==> config.mk <==
export PLATFORM = sky130hd
export DESIGN_NAME = stone_drawer
export DESIGN_NICKNAME = d
export VERILOG_FILES = /design/src/rtl/stone_drawer.sv
export SDC_FILE = /design/constraint.sdc
export NUM_CORES = 1
export LEC_CHECK = 0
export ABC_AREA = 1
export BUFFER_PORTS_ARGS = -buffer_cell sky130_fd_sc_hd__clkbuf_2
export CAP_MARGIN = 20
export CORE_ASPECT_RATIO = 1.1
export CORE_MARGIN = 2
export CORE_UTILIZATION = 30
export DETAILED_ROUTE_END_ITERATION = 8
export SLEW_MARGIN = 20
export SYNTH_ARGS = -nofsm -noshare
export SYNTH_HDL_FRONTEND = slang
export SYNTH_SLANG_ARGS = --single-unit
==> constraint.sdc <==
create_clock -name clock -period 2.45 [get_ports clock]
set_clock_uncertainty 0.2 [all_clocks]
set_input_delay 0.3675 -clock clock [delete_from_list [all_inputs] [get_ports clock]]
set_output_delay 0.3675 -clock clock [all_outputs]
set_load 0.02 [all_outputs]
==> src/rtl/stone_drawer.sv <==
// rtl/stone_drawer.sv - walks the stone RAM and plots one square sprite per visible stone
module stone_drawer #(
    parameter int         SPRITE_SIZE    = 16,
    parameter logic [2:0] COLOUR_STONE   = 3'b111,
    parameter logic [2:0] COLOUR_GOLD    = 3'b110,
    parameter logic [2:0] COLOUR_DIAMOND = 3'b011
) (
    input  logic        clock,
    input  logic        resetn,
    input  logic        start,
    input  logic [3:0]  quantity,
    input  logic [31:0] data,
    output logic        draw_stone_flag,
    output logic [3:0]  draw_index,
    output logic [8:0]  x,
    output logic [7:0]  y,
    output logic [2:0]  colour,
    output logic        plot,
    output logic        busy,
    output logic        done
);

    typedef enum logic [2:0] {
        S_IDLE,
        S_ADDR,
        S_WAIT,
        S_LATCH,
        S_DRAW,
        S_NEXT,
        S_FINISH
    } state_t;

    localparam logic [3:0] LAST_OFFSET = 4'(SPRITE_SIZE - 1);
    localparam logic [9:0] X_LIMIT     = 10'd320;
    localparam logic [9:0] Y_LIMIT     = 10'd240;

    state_t      state;
    state_t      state_next;
    logic [3:0]  index;
    logic [3:0]  index_hold;
    logic [3:0]  qty_latched;
    logic [3:0]  dx;
    logic [3:0]  dy;
    logic [8:0]  rec_x;
    logic [7:0]  rec_y;
    logic [1:0]  rec_type;
    logic [9:0]  sum_x;
    logic [9:0]  sum_y;
    logic        last_pixel;
    logic        last_stone;
    logic        on_screen;
    logic        owns_ram;
    logic        unused_fields;

    // Padding bits and the moving flag carry nothing the drawer needs.
    assign unused_fields = ^{data[22:19], data[10:4], data[0]};

    assign sum_x      = {1'b0, rec_x} + {6'b0, dx};
    assign sum_y      = {2'b0, rec_y} + {6'b0, dy};
    assign on_screen  = (sum_x < X_LIMIT) && (sum_y < Y_LIMIT);
    assign last_pixel = (dx == LAST_OFFSET) && (dy == LAST_OFFSET);
    assign last_stone = ({1'b0, index} + 5'd1) >= {1'b0, qty_latched};
    assign owns_ram   = (state == S_ADDR) || (state == S_WAIT) || (state == S_LATCH)
                     || (state == S_DRAW) || (state == S_NEXT);

    always_ff @(posedge clock) begin
        if (!resetn) begin
            state <= S_IDLE;
        end else begin
            state <= state_next;
        end
    end

    always_comb begin
        state_next = state;
        case (state)
            S_IDLE: begin
                if (start) begin
                    state_next = (quantity == 4'd0) ? S_FINISH : S_ADDR;
                end
            end
            S_ADDR:  state_next = S_WAIT;
            S_WAIT:  state_next = S_LATCH;
            S_LATCH: state_next = data[1] ? S_DRAW : S_NEXT;
            S_DRAW: begin
                if (last_pixel) begin
                    state_next = S_NEXT;
                end
            end
            S_NEXT:   state_next = last_stone ? S_FINISH : S_ADDR;
            S_FINISH: state_next = S_IDLE;
            default:  state_next = S_IDLE;
        endcase
    end

    always_ff @(posedge clock) begin
        if (!resetn) begin
            index       <= 4'd0;
            index_hold  <= 4'd0;
            qty_latched <= 4'd0;
            dx          <= 4'd0;
            dy          <= 4'd0;
            rec_x       <= 9'd0;
            rec_y       <= 8'd0;
            rec_type    <= 2'd0;
        end else begin
            case (state)
                S_IDLE: begin
                    if (start) begin
                        qty_latched <= quantity;
                        index       <= 4'd0;
                    end
                end
                // Two cycles after ADDR the RAM output belongs to this index.
                S_LATCH: begin
                    rec_x    <= data[31:23];
                    rec_y    <= data[18:11];
                    rec_type <= data[3:2];
                    dx       <= 4'd0;
                    dy       <= 4'd0;
                end
                S_DRAW: begin
                    if (dx == LAST_OFFSET) begin
                        dx <= 4'd0;
                        dy <= dy + 4'd1;
                    end else begin
                        dx <= dx + 4'd1;
                    end
                end
                S_NEXT: begin
                    if (!last_stone) begin
                        index <= index + 4'd1;
                    end
                end
                default: ;
            endcase
            if (owns_ram) begin
                index_hold <= index;
            end
        end
    end

    always_comb begin
        draw_stone_flag = owns_ram;
        draw_index      = owns_ram ? index : index_hold;
        busy            = owns_ram;
        done            = (state == S_FINISH);
        x               = 9'd0;
        y               = 8'd0;
        colour          = 3'd0;
        plot            = 1'b0;
        if (state == S_DRAW) begin
            x    = sum_x[8:0];
            y    = sum_y[7:0];
            plot = on_screen;
            case (rec_type)
                2'b00:   colour = COLOUR_STONE;
                2'b01:   colour = COLOUR_GOLD;
                default: colour = COLOUR_DIAMOND;
            endcase
        end
    end

endmodule
## Word-level counts from Yosys, hierarchy flattened

Index checks and enable logic that the tools add are counted.

| operators by class | value |
|---|---|
| add/subtract/negate cells | 6 |
| multipliers | 0 |
| div/mod/pow operators | 0 |
| $lt $le $gt $ge | 3 |
| equality and inequality tests | 13 |
| shift operators | 0 |
| muxes and demuxes | 19 |
| bitwise gates (word level) | 0 |
| reduce and logical (&&, ||, !) cells | 15 |

Operators by type and width:

| cell | number |
|---|---|
| one-hot mux 4 bit (2 select lines) | 3 |
| two-way mux 4 bit | 5 |
| one-hot mux 3 bit (6 select lines) | 1 |
| two-way mux 3 bit | 5 |
| adder 4 x 1 -> 4 bit (second input constant) | 3 |
| adder 9 x 4 -> 10 bit | 1 |
| < comparator 10 x 9 -> 1 bit (second input constant) | 1 |
| adder 8 x 4 -> 9 bit | 1 |
| == test 3 bit (second input constant) | 3 |
| < comparator 9 x 8 -> 1 bit (second input constant) | 1 |
| two-way mux 9 bit | 1 |
| == test 4 bit (second input constant) | 2 |
| two-way mux 8 bit | 1 |
| == test 3 x 2 -> 1 bit (second input constant) | 2 |
| != test 2 bit (second input constant) | 3 |
| one-hot mux 3 bit (2 select lines) | 1 |
| AND reduction 2 bit | 3 |
| adder 4 x 1 -> 5 bit (second input constant) | 1 |
| greater-or-equal comparator 5 x 4 -> 1 bit | 1 |
| logical NOT 4 bit | 1 |
| logical OR 1 bit | 4 |
| nonzero test 2 bit | 2 |
| == test 3 x 1 -> 1 bit (second input constant) | 1 |
| logical NOT 3 bit | 1 |
| other kinds (6) | 8 |

| storage, ports and cells | value |
|---|---|
| bits in registers | 42 |
| latch bits | 0 |
| RAM bits | 0 |
| bits in read-only memories | 0 |
| input bits | 39 |
| output and inout bits | 28 |
| logic and storage cells | 65 |
| memories kept | 0 |

## Depth between registers and ports, before layout

| depth | value |
|---|---|
| word-level depth | 6 |
| mapped depth | 13 |
| gate-level depth less buffers | 13 |

## Least setup slack after synthesis

Ideal clock, no wire load.

| path | value |
|---|---|
| kind | register to output |
| start point | register dx[0] |
| end point | output port plot |
| arrival | 1735 ps |
| data required time | 1882 ps |
| setup slack | 147 ps |
| stages on the path, launching flop included | 11 |
| path buffers | 0 |
| path through | dfxtp_1 -> ha_1 -> inv_1 -> fa_1 -> o21bai_1 -> nand2_1 -> nand2_1 -> nand2_1 -> nand2_1 -> nand2_1 -> nor2_1 |

| on the way | value |
|---|---|
| word-level cells in the longest chain between the ends | 4 |

Ends and longest elaborated chain:

| item | line | source |
|---|---|---|
| start: declaration | 42 | `logic [3:0] dx;` |
| start signal: assignment | 127 | `dx <= dx + 4'd1;` |
| adder 9 x 4 -> 10 bit | 58 | `assign sum_x = {1'b0, rec_x} + {6'b0, dx};` |
| < comparator 10 x 9 -> 1 bit | 60 | `assign on_screen = (sum_x < X_LIMIT) && (sum_y < Y_LIMIT);` |
| logical AND 1 bit | 60 |  |
| two-way mux 1 bit | 152 | `if (state == S_DRAW) begin` |
| end: declaration | 18 | `output logic plot,` |

No other way between the ends.

## Worst setup path in the final report

| path | value |
|---|---|
| start point | register rec_x[0] |
| end point | output port plot |

| on the way | value |
|---|---|
| word-level cells in the longest chain between the ends | 4 |

Ends and longest elaborated chain:

| item | line | source |
|---|---|---|
| start: declaration | 44 | `logic [8:0] rec_x;` |
| start signal: assignment | 116 | `rec_x <= data[31:23];` |
| adder 9 x 4 -> 10 bit | 58 |  |
| < comparator 10 x 9 -> 1 bit | 60 |  |
| logical AND 1 bit | 60 |  |
| two-way mux 1 bit | 152 |  |

No other way between the ends.

==> run summary <==
Outcome - complete, but fails checks
Failing checks - setup timing
DRC violations left - 0
Combinational share of power - 43.1%
Hold depth - 3
Max-cap violations - 0
Non-Filler Instances - 549
Area grow syn2layout - 26.3%
Reg power frac - 35.5%
Yosys Warn Count - 0
Pin slew with the least headroom to its limit - 0.584 ns
Post-DRT Antenna Nets - 0
VDD IR max - 789 uV
Min-Delay Path Class - in2reg
# diodes - 0
Routability congestion estimate - 0.869
CTS tree - built
CP Class - reg2out
Slowest CP cell - fa_2
Clock share of power - 21.4%
Worst path max stage delay - 0.42 ns
Antenna violations before repair - 0
Critical path's top delay family - adder cells
Setup ws final - -0.100 ns
Clk root buf - clkbuf_8
Total power - 2.56 mW
# setup viols final - 1
Worst Path Buf+Inv - 4
Crit start category - register
Filler instances - 903
Number of synthesized flops with an enable pin - 0
Die Y - 101 um
Switching Fraction - 41.3%
Mean number of vias per cell - 4.60
Row count - 35
Fin crit share - 104%
Total GRT Usage - 13.9%
P_leak - 1.48 nW
Final critical-path required period - 2.55 ns
Library cells used by synthesis - 35
Worst path arrival time - 1.98 ns
Crit. End Element - output pin
Synth Flop Type - dfxtp_1
Post-synthesis sequential area ratio - 32.5%
Fraction of registers with async set or reset after synthesis - 0%
Count of input and output buffers - 54
Net Switching - 1.06 mW
Mapped Area - 2590 um^2
First drt pass iteration count - 4
Crit-path max FO - 3
Vias in the first global route - 2418
Register-to-Register Path Depth - 11
Max-slew violation count - 0
Cells after Synth - 377
Clock Tree Buf Depth - 2
CTS Hold Bufs - 0
CTS Buf Count - 5
Area after DPL - 2960 um^2
Pwr Density - 784 nW/um^2
Setup_tns - -0.100 ns
Initial Util - 30.9%
Die ar. - 9380 um^2
Most common cell on crit path - nand2_1
Routed wire per std cell - 11.4 um
Worst Path Required - 1.88 ns
Largest net degree at the start of global routing - 25
CTS sink cnt - 42
Total wire length - 6.28 mm
Final non-filler cell area - 3270 um^2
Total core area - 8360 um^2
Crit-path cells - ha_4, inv_2, fa_2, inv_2, nand2_2, nand3_2, nand2_1, inv_2, nand2_1, nand2_1, nand2_1, nor2_1, buf_4
Flops & latches, synth - 42
Via count - 2528
Max Freq - 392 MHz
Iteration-0 DRC Markers - 100
Clk slew on worst S/H paths - 0.09 ns
First-pass GRT wire length - 10.6 mm
Crit path depth - 13
Io pins - 67
Pint - 1.50 mW
Syn nets - 433
Clk_lat worst skew - 0.30 ns
Layout cell share with drive strength beyond 1 - 28.8%
Placed insts - 537
RSZ-0062 raised after global routing - yes
Chip width - 92.5 um
Final hold violation count - 0
Detailed placer's ending HPWL - 4.68 mm
Rel. slew slack - 60.8%
Mean Syn Cell Area - 6.86 um^2
H-tree Lvls - 2
GRT Residual Overflow - 0
Final #Nets - 493
-- layer usage --
layer	routed length, um	global-route usage, %	up-vias
li1	-	-	1337
met1	2910	17.1	1131
met2	3010	24.6	50
met3	237	2.46	10
met4	128	5.05	0
met5	0	0	-
-- path summary, 6_finish.rpt --
path | from | endpoint | slack, ns
worst min register to register | qty_latched[2] | qty_latched[2] | 0.27
worst max register to register | index[1] | index[3] | 0.29
worst max-delay path | rec_x[0] | plot | -0.10
worst min-delay path | data[27] | rec_x[4] | 0.12
-- layout by cell type (no fill, tap or decap), types with 2 or more instances in the layout --
cell type	instances
nor3_1	6
o21ai_0	24
o21ai_1	10
ha_4	5
dfxtp_1	34
nand3_1	15
nand2_1	65
or2_1	5
clkbuf_1	2
fa_2	2
nand2_2	8
nand2_4	4
o21ai_2	2
nand3_2	5
buf_4	17
xor2_1	4
a21oi_1	27
clkbuf_8	5
inv_4	2
ha_1	9
nor3_2	2
inv_2	9
inv_1	34
nor2_4	3
xnor2_1	2
nand4_1	3
dfxtp_2	7
nand3b_1	2
a211oi_1	3
nor2_1	66
clkbuf_2	46
-- cell usage after synthesis, types with 3 or more instances --
cell      instances  area share (%)
nand2_1          71              10
nor2_1           66             9.6
dfxtp_1          42              33
inv_1            36             5.2
a21oi_1          28             5.4
o21ai_0          24             4.6
nand3_1          18             3.5
ha_1             15             7.3
o21ai_1          10             1.9
inv_2             7             1.0
nor3_1            6             1.2
or2_1             5             1.2
clkbuf_1          4            0.58
nand2_4           4             1.7
xor2_1            4             1.4
a211oi_1          3            0.87
buf_6             3             1.3
nand4_1           3            0.73
nor2_4            3             1.3
-- through the flow --
step | hold WS [ns] | utilization [%] | worst slack (ns)
3_5_place_dp | 0.260 | 35.4 | 0.0680
2_1_floorplan | 0.235 | - | 0.147
6_report | 0.122 | 39.0 | -0.100
5_1_grt | 0.140 | 39.0 | -0.239
3_3_place_gp | 0.255 | 35.4 | 0.110
4_1_cts | 0.123 | 37.6 | -0.131
-- state kept, by name, summed over array words and instances (netlist names) --
register and flops:
dx 4, state 3, dy 4, rec_type 2
rec_x 9, rec_y 8, index_hold 4, index 4
qty_latched 4
-- power groups by stage --
stage               sequential (mW)  combinational [mW]  clock [mW]
floorplan                     0.895               0.862           0
global placement              0.912                1.08           0
detailed placement            0.917                1.10           0
CTS                           0.902                1.11       0.564
global route                  0.925                1.27       0.591
finish                        0.909                1.10       0.548
-- logic make-up after synthesis --
kind of cell,Yosys count,share of synthesized area (%)
AO/OA/AOI/OAI,70,14.5
flip-flops,42,32.5
AND/OR/NAND/NOR,186,32.6
adder cells (fa/ha/maj),17,8.81
XOR/XNOR,6,2.03
buffers and inverters,56,9.53
-- area by class of cell --
type	instances	area [um^2]	area share, %
timing repair buffer	63	358	11.0
clock buffer	7	76.3	2.34
sequential	42	853	26.1
inverter	46	178	5.44
clock inverter	1	30.0	0.920
tap	111	139	4.25
multi-input combinational	279	1630	50.0
-- worst min-delay path, stage by stage --
cell	delay (ns)
clkbuf_2	0.09
o21ai_1	0.06
nor2_1	0.07
-- repair_timing --
item | 4_1_cts | 5_1_grt
buffers inserted | 2 | 2
pin swaps | 5 | 6
endpoints found under the setup margin | 8 | 11
gates resized for setup | 16 | 38
endpoints found under the hold margin | 0 | 0
(Power assumes the default switching activity.)
